`config.mk`:
```
export PLATFORM = sky130hd
export DESIGN_NAME = shift_add_multiplier
export DESIGN_NICKNAME = d
export VERILOG_FILES = /design/src/rtl/mul_pkg.sv /design/src/rtl/cla_adder_w.sv /design/src/rtl/shift_add_multiplier.sv
export SDC_FILE = /design/constraint.sdc
export NUM_CORES = 1
export LEC_CHECK = 0
export ABC_AREA = 1
export BUFFER_PORTS_ARGS = -buffer_cell sky130_fd_sc_hd__buf_2
export CELL_PAD_IN_SITES_DETAIL_PLACEMENT = 1
export CELL_PAD_IN_SITES_GLOBAL_PLACEMENT = 1
export CORE_MARGIN = 2
export CORE_UTILIZATION = 46
export DETAILED_ROUTE_END_ITERATION = 7
export PLACE_DENSITY_LB_ADDON = 0.1
export SYNTH_ARGS = -nofsm -noshare
export SYNTH_HDL_FRONTEND = slang
export SYNTH_SLANG_ARGS = --single-unit
```
`constraint.sdc`:
```
create_clock -name clk -period 3.5 [get_ports clk]
set_input_delay 0.35 -clock clk [delete_from_list [all_inputs] [get_ports clk]]
set_output_delay 0.35 -clock clk [all_outputs]
set_load 0.03 [all_outputs]
```
`src/rtl/mul_pkg.sv`:
```
// rtl/mul_pkg.sv - shared constants for the iterative shift-add multiplier
package mul_pkg;

    localparam int DEFAULT_WIDTH = 8;
    localparam int CLA_SLICE_W   = 4;

    localparam logic [1:0] ST_IDLE = 2'b00;
    localparam logic [1:0] ST_RUN  = 2'b01;
    localparam logic [1:0] ST_DONE = 2'b10;

endpackage

```
`src/rtl/cla_adder_w.sv`:
```
// rtl/cla_adder_w.sv - WIDTH-bit adder from chained 4-bit carry-lookahead slices, c_in tied 0
import mul_pkg::*;

module cla_adder_w #(
    parameter int WIDTH = DEFAULT_WIDTH
) (
    input  logic [WIDTH-1:0] x,
    input  logic [WIDTH-1:0] y,
    output logic [WIDTH-1:0] sum,
    output logic             c_out
);

    localparam int NUM_SLICES = WIDTH / CLA_SLICE_W;

    logic [NUM_SLICES:0] slice_c;

    assign slice_c[0] = 1'b0;
    assign c_out      = slice_c[NUM_SLICES];

    genvar s;
    generate
        for (s = 0; s < NUM_SLICES; s++) begin : g_slice
            logic [3:0] p;
            logic [3:0] g;
            logic [4:0] c;

            assign p    = x[s*CLA_SLICE_W +: CLA_SLICE_W] ^ y[s*CLA_SLICE_W +: CLA_SLICE_W];
            assign g    = x[s*CLA_SLICE_W +: CLA_SLICE_W] & y[s*CLA_SLICE_W +: CLA_SLICE_W];
            assign c[0] = slice_c[s];
            // Lookahead inside the slice; slices ripple into each other.
            assign c[1] = g[0] | (p[0] & c[0]);
            assign c[2] = g[1] | (p[1] & g[0]) | (p[1] & p[0] & c[0]);
            assign c[3] = g[2] | (p[2] & g[1]) | (p[2] & p[1] & g[0])
                        | (p[2] & p[1] & p[0] & c[0]);
            assign c[4] = g[3] | (p[3] & g[2]) | (p[3] & p[2] & g[1])
                        | (p[3] & p[2] & p[1] & g[0]) | (p[3] & p[2] & p[1] & p[0] & c[0]);

            assign sum[s*CLA_SLICE_W +: CLA_SLICE_W] = p ^ c[3:0];
            assign slice_c[s+1] = c[4];
        end
    endgenerate

endmodule

```
`src/rtl/shift_add_multiplier.sv`:
```
// rtl/shift_add_multiplier.sv - iterative unsigned WIDTH x WIDTH multiplier with start/done handshake
import mul_pkg::*;

module shift_add_multiplier #(
    parameter int WIDTH = DEFAULT_WIDTH
) (
    input  logic               clk,
    input  logic               rst_n,
    input  logic               start,
    input  logic [WIDTH-1:0]   a,
    input  logic [WIDTH-1:0]   b,
    output logic               busy,
    output logic               done,
    output logic [2*WIDTH-1:0] product
);

    localparam int COUNT_W = $clog2(WIDTH + 1);

    logic [1:0]         state_q,   state_d;
    logic [WIDTH-1:0]   acc_hi_q,  acc_hi_d;
    logic [WIDTH-1:0]   mcand_q,   mcand_d;
    logic [WIDTH-1:0]   mplier_q,  mplier_d;
    logic [COUNT_W-1:0] count_q,   count_d;
    logic [2*WIDTH-1:0] product_q, product_d;

    logic [WIDTH-1:0]   add_y;
    logic [WIDTH-1:0]   add_sum;
    logic               add_c;
    logic [2*WIDTH-1:0] shifted;

    // Adding zero when the multiplier bit is clear also yields carry 0.
    assign add_y = mplier_q[0] ? mcand_q : '0;

    cla_adder_w #(.WIDTH(WIDTH)) u_cla (
        .x     (acc_hi_q),
        .y     (add_y),
        .sum   (add_sum),
        .c_out (add_c)
    );

    assign shifted = {add_c, add_sum, mplier_q[WIDTH-1:1]};

    always_comb begin
        state_d   = state_q;
        acc_hi_d  = acc_hi_q;
        mcand_d   = mcand_q;
        mplier_d  = mplier_q;
        count_d   = count_q;
        product_d = product_q;
        case (state_q)
            ST_IDLE, ST_DONE: begin
                state_d = ST_IDLE;
                if (start) begin
                    mcand_d  = a;
                    mplier_d = b;
                    acc_hi_d = '0;
                    count_d  = COUNT_W'(WIDTH);
                    state_d  = ST_RUN;
                end
            end
            ST_RUN: begin
                acc_hi_d = shifted[2*WIDTH-1:WIDTH];
                mplier_d = shifted[WIDTH-1:0];
                count_d  = count_q - COUNT_W'(1);
                if (count_q == COUNT_W'(1)) begin
                    product_d = shifted;
                    state_d   = ST_DONE;
                end
            end
            default: state_d = ST_IDLE;
        endcase
    end

    always_ff @(posedge clk or negedge rst_n) begin
        if (!rst_n) begin
            state_q   <= ST_IDLE;
            acc_hi_q  <= '0;
            mcand_q   <= '0;
            mplier_q  <= '0;
            count_q   <= '0;
            product_q <= '0;
        end else begin
            state_q   <= state_d;
            acc_hi_q  <= acc_hi_d;
            mcand_q   <= mcand_d;
            mplier_q  <= mplier_d;
            count_q   <= count_d;
            product_q <= product_d;
        end
    end

    assign busy    = (state_q == ST_RUN);
    assign done    = (state_q == ST_DONE);
    assign product = product_q;

endmodule

```
==> results.py, run 1 <==
metrics = {
    "status": {
        "status": "finished clean",
    },
    "synthesis": {
        "synth_cell_types": 30,
        "synth_area_leaders": "dfrtp_1 50%, nand2_1 14%, ha_1 5.4%",
        "synthCells": 250,
        "synthSimpleGateAreaFrac_pct": 21.8,
        "synth_top_family_by_area": "simple AND/OR/NAND/NOR gates",
        "synthArstFlopShare_pct": 100,
        "synth_mux_area_share_pct": 0,
        "synthAdderAreaFrac_pct": 7.17,
        "seq_area_frac_synth_pct": 50.0,
        "yosysTopAreaCell": "dfrtp_1",
        "yosysWarnings": 0,
        "synth_compound_area_share_pct": 11.8,
        "syn_area_per_cell_um2": 9.21,
        "synth_area_um2": 2300,
        "synth_edf_count": 0,
        "synth_fp_nets": 281,
        "synth-seq-cells": 46,
        "synth-main-ff-cell": "dfrtp_1",
        "yosys.area_share.xor_xnor_pct": 1.52,
        "synth_top_area_share_pct": 50.0,
    },
    "sta": {
        "final_max_slew_viol_count": 0,
        "relSlewSlack_pct": 31.7,
        "post-route-min-period_ps": 2340,
        "tns_ps": 0,
        "tightest_slew_ps": 1020,
        "clock.fmax_mhz": 428,
        "rsz0062_at_grt": "no",
        "hold_viol_final": 0,
        "fin_worst_skew_ps": 3.01,
        "setup_viol": 0,
        "period_share_pct": 66.8,
    },
    "cts": {
        "numCtsBuffers": 5,
        "ctsHtreeMaxLevel": 2,
        "cts_resized": 0,
        "cts_tree": "yes",
        "cts_buffer_depth": 2,
        "cts-root-buf": "clkbuf_8",
        "clkSinkCount": 46,
        "cts_hold_buf": 0,
        "clock_latency_ps": 300,
        "postCtsSetupRepairBufs": 0,
        "clk_pin_slew_worst_paths_ps": 90,
    },
    "global_routing": {
        "grt_max_degree": 47,
        "antenna_found_initial": 0,
        "grt_pass1_vias": 1840,
        "grt-ovfl-total": 0,
        "grt_pass1_wl_mm": 8.85,
        "track_usage_pct": 21.3,
    },
    "worst_setup_path": {
        "crit_arrival_ps": 2540,
        "worstReg2RegStart": "mplier_q[0]",
        "crit_chain": "nand2_1 > inv_1 > ha_1 > or2_2 > nand2_1 > nand2_1 > fa_1 > xor2_1 > a22o_1",
        "crit_top_cell": "nand2_1",
        "crit_path_max_incr_delay_ps": 490,
        "worstSetupStartpoint": "mplier_q[0]",
        "r2r_cells": 9,
        "ff2ff_setup_slack_ps": 1160,
        "rr_endpoint": "acc_hi_q[4]",
        "worst_ep_required_time_ps": 3700,
        "cp_top_family": "adder cells",
        "worst-path-buf-inv": 1,
        "start_kind": "flop",
        "cp_slowest_cell": "dfrtp_1",
        "worstSetupPathType": "reg2reg",
        "cp_max_fo": 9,
        "cp-end-kind": "flop",
    },
    "job": {
        "maxCapViolations": 0,
    },
    "final_layout": {
        "fin_util_pct": 55.4,
        "mostFrequentLayoutCell": "nand2_1",
        "num_antenna_cells": 0,
        "fillCellCount": 575,
        "nNetsFinal": 317,
        "final_cell_mix": "83 x nand2_1, 46 x dfrtp_1, 36 x buf_2",
        "final_area_um2": 2650,
        "area_delta_synth_final_pct": 15.2,
        "drive_gt1_share_pct": 24.4,
    },
    "power_and_ir_drop": {
        "leakagePower_nw": 1.44,
        "vdd_ir_drop_max_v": 0.000530,
        "powerDensity_nw_per_um2": 1020,
    },
    "routing": {
        "ant_nets": 0,
        "drt-vias-per-instance": 5.01,
        "totalWireLength_mm": 5.13,
        "first_iter_violations": 37,
        "drc": 0,
        "vias": 1775,
        "firstDrtPassIters": 4,
        "wl_per_cell_um": 14.5,
    },
    "floorplanning": {
        "boundaryPins": 37,
        "placementRows": 25,
        "die_w_um": 74.8,
        "die-area_um2": 5590,
        "die_h_um": 74.8,
        "core_area_um2": 4790,
        "start_util_pct": 48.1,
    },
    "placement": {
        "place_congestion": 0.792,
        "io_buffers": 36,
        "placed_cell_area_um2": 2510,
        "dp_hpwl_mm": 3.61,
    },
    "worst_hold_path": {
        "min_path_type": "in2async",
    },
}
==> registers in the layout, indices dropped and copies added (netlist names) <==
name      flops
mplier_q      8
product      16
state_q       2
count_q       4
mcand_q       8
acc_hi_q      8
==> synth_stat cells, types with 2 or more instances <==
cell	n
nand2_1	83
dfrtp_1	46
inv_1	29
o21ai_2	11
ha_1	10
nand3_1	10
o21ai_0	9
nand2_2	8
o221ai_1	7
nor2_1	6
a21oi_1	4
buf_6	4
xnor2_1	3
clkbuf_1	2
fa_1	2
nor2_4	2
==> power breakdown <==
part | leakage [nW] | internal [mW] | switching (mW)
registers | 0.570 | 0.783 | 0.150
logic | 0.798 | 0.426 | 0.848
clock network | 0.0714 | 0.305 | 0.186
total | 1.44 | 1.51 | 1.18
==> worst max path at each step <==
stage | endpoint | cells after the start
2_1_floorplan | acc_hi_q[4] | 10
3_3_place_gp | acc_hi_q[4] | 9
3_5_place_dp | acc_hi_q[4] | 9
4_1_cts | acc_hi_q[4] | 9
5_1_grt | acc_hi_q[4] | 9
6_report | acc_hi_q[4] | 9
==> layout make-up <==
cell class | instances | area (um^2) | area share [%]
Sequential cell | 46 | 1150 | 43.4
Multi-Input combinational cell | 166 | 976 | 36.8
Timing Repair Buffer | 36 | 180 | 6.79
Inverter | 31 | 119 | 4.48
Tap cell | 67 | 83.8 | 3.16
Clock buffer | 6 | 82.6 | 3.11
Clock inverter | 2 | 60.1 | 2.26
==> layer usage <==
metal  wire length, um  track usage, %  up-vias  part of all wire, %
met3               192            4.28        7                  3.7
met2              2460            35.5       32                   48
met4                61            5.95        0                  1.2
met1              2410            28.4      869                   47
met5                 0               0        -                    0
li1                  -               -      867                    -
==> per-stage QoR <==
| step | hold WS [ps] | instances | power, mW | setup slack, ps |
|---|---|---|---|---|
| floorplan | 54.4 | 250 | 1.92 | 1280 |
| global placement | 454 | 346 | 2.17 | 1260 |
| detailed placement | 453 | 346 | 2.23 | 1170 |
| CTS | 239 | 354 | 2.73 | 1160 |
| global route | 257 | 354 | 2.93 | 1040 |
| finish | 218 | 354 | 2.70 | 1160 |
==> cells by family (layout without fill, tap and decap cells) <==
| logic type | after synthesis | after routing |
|---|---|---|
| AOI/OAI and AO/OA | 36 | 36 |
| and+or+nand+nor | 114 | 114 |
| adders and majority gates | 12 | 12 |
| DFF | 46 | 46 |
| xor gates and xnor gates | 4 | 4 |
| buffers and inverters | 38 | 75 |
Note: power is estimated with default switching activity, not from simulation.
==> run 2: changes to the inputs <==
--- a/config.mk
+++ b/config.mk
@@ -10,7 +10,7 @@
 export CELL_PAD_IN_SITES_DETAIL_PLACEMENT = 1
 export CELL_PAD_IN_SITES_GLOBAL_PLACEMENT = 1
 export CORE_MARGIN = 2
-export CORE_UTILIZATION = 46
+export CORE_UTILIZATION = 42
 export DETAILED_ROUTE_END_ITERATION = 7
 export PLACE_DENSITY_LB_ADDON = 0.1
 export SYNTH_ARGS = -nofsm -noshare
==> constraint.sdc (replaced) <==
create_clock -name clk -period 2.3 [get_ports clk]
set_input_delay 0.23 -clock clk [delete_from_list [all_inputs] [get_ports clk]]
set_output_delay 0.23 -clock clk [all_outputs]
set_load 0.03 [all_outputs]
==> run 2 against run 1 <==
Compared with the run above: hold slack got worse by 200 ps; sequential share of layout area increased by 0.29 points; via count decreased by 0.79%; final cell count increased by 1.4%; setup slack got worse by 990 ps; clock skew increased by 4.8 ps; combinational power increased by 56%; first-iteration DRC count increased by 2.7%; utilization decreased by 4.8 points; power increased by 45%; highest routed layer unchanged.
==> results.py, run 2 (synthesized netlist as in run 1, its figures left out) <==
metrics = {
    "cts": {
        "numCtsBuffers": 5,
        "cts-root-buf": "clkbuf_8",
        "cts_buffer_depth": 2,
        "clk_pin_slew_worst_paths_ps": 90,
        "cts_resized": 0,
        "clock_latency_ps": 300,
        "cts_hold_buf": 0,
        "cts_tree": "yes",
        "postCtsSetupRepairBufs": 0,
        "ctsHtreeMaxLevel": 2,
        "clkSinkCount": 46,
    },
    "floorplanning": {
        "start_util_pct": 44.3,
        "boundaryPins": 37,
        "core_area_um2": 5200,
        "die_w_um": 78.1,
        "die_h_um": 78.1,
        "placementRows": 26,
        "die-area_um2": 6090,
    },
    "global_routing": {
        "antenna_found_initial": 0,
        "use_met3_pct": 3.22,
        "grt-busiest-layer": "met2",
        "grt_pass1_vias": 1952,
        "grt_pass1_wl_mm": 8.98,
        "grt-ovfl-total": 0,
        "use_met1_pct": 23.2,
        "use_met2_pct": 33.3,
        "grt_max_degree": 47,
        "track_usage_pct": 18.9,
    },
    "worst_setup_path": {
        "r2r_cells": 9,
        "crit_arrival_ps": 2320,
        "worst_ep_required_time_ps": 2500,
        "rr_endpoint": "acc_hi_q[4]",
        "ff2ff_setup_slack_ps": 170,
        "cp_max_fo": 4,
        "worstSetupStartpoint": "mcand_q[3]",
        "worstSetupPathType": "reg2reg",
        "start_kind": "flop",
        "critPathCapture": "acc_hi_q[4]",
        "worstReg2RegStart": "mcand_q[3]",
        "cp-end-kind": "flop",
    },
    "sta": {
        "clock.fmax_mhz": 470,
        "whs_ps": 15.7,
        "rsz0062_at_grt": "no",
        "setup_viol": 0,
        "post-route-min-period_ps": 2130,
        "period_share_pct": 92.5,
        "fin_worst_skew_ps": 7.84,
        "hold_viol_final": 0,
        "tightest_slew_ps": 589,
        "relSlewSlack_pct": 60.7,
        "tns_ps": 0,
        "final_max_slew_viol_count": 0,
    },
    "final_layout": {
        "largest_reg_flops": 16,
        "area_delta_synth_final_pct": 14.4,
        "nNetsFinal": 319,
        "drive_gt1_share_pct": 25.3,
        "final_cell_mix": "82 x nand2_1, 46 x dfrtp_1, 36 x buf_2",
        "fin_util_pct": 50.6,
        "fillCellCount": 643,
        "final_area_um2": 2640,
        "num_antenna_cells": 0,
        "mostFrequentLayoutCell": "nand2_1",
    },
    "status": {
        "status": "finished clean",
    },
    "routing": {
        "vias": 1761,
        "first_iter_violations": 38,
        "wl_per_cell_um": 14.0,
        "drc": 0,
        "ant_nets": 0,
        "drt-vias-per-instance": 4.91,
        "totalWireLength_mm": 5.04,
        "firstDrtPassIters": 4,
    },
    "power_and_ir_drop": {
        "power_mw": 3.90,
        "powerDensity_nw_per_um2": 1480,
        "vdd_ir_drop_max_v": 0.000657,
        "leakagePower_nw": 1.42,
    },
    "placement": {
        "io_buffers": 36,
        "placed_cell_area_um2": 2530,
        "place_congestion": 0.787,
        "dp_hpwl_mm": 3.65,
    },
    "job": {
        "maxCapViolations": 0,
    },
    "worst_hold_path": {
        "min_path_type": "in2async",
    },
}
run 2: changes by cell type in the layout (fill, tap and decap cells not counted), sizes merged:
cell	change
clkinv	+1
bufinv	-2
clkbuf	+1
buf	+2
run 2: how the worst min path moves through the flow:
stage	endpoint	slack, ps	cells after the start
after floorplan	acc_hi_q[0]	-70	0
after global placement	product[4]	360	2
after detailed placement	product[5]	360	2
after CTS	product[2]	30	2
after global routing	product[7]	50	2
final	product[7]	20	2
run 2: final cells by class:
class	count	area, um^2	area share [%]
timing repair buffer	38	195	7.41
tap	70	87.6	3.32
clock inverter	1	5.00	0.190
multi-input combinational	166	991	37.6
clock buffer	7	86.3	3.28
inverter	31	119	4.51
sequential	46	1150	43.7
run 2: stage by stage:
stage,setup slack [ps],instances
finish,173,359
floorplan,77.6,250
detailed placement,93.6,351
CTS,93.5,359
global placement,174,351
global route,55.8,359
run 2: worst max-delay path, cell delays in order (launching register included):
cell and delay [ps]:
dfrtp_1 390, nand2_1 60, inv_1 40, ha_1 300
or2_2 300, nand2_1 80, nand2_2 80, fa_1 380
xor2_1 160, a22o_1 230
run 2: metal layers:
metal	part of all wire (%)	wire [um]	vias to the layer above
li1	-	-	873
met1	47	2370	856
met2	49	2440	25
met3	2.8	143	7
met4	1.5	76	0
met5	0	0	-
run 2: power by group:
part           total [mW]  leakage [nW]  switching (mW)  internal (mW)
registers            1.40         0.570           0.213           1.19
clock network       0.513        0.0482           0.270          0.243
logic                1.98         0.806            1.30          0.678
total                3.90          1.42            1.79           2.11
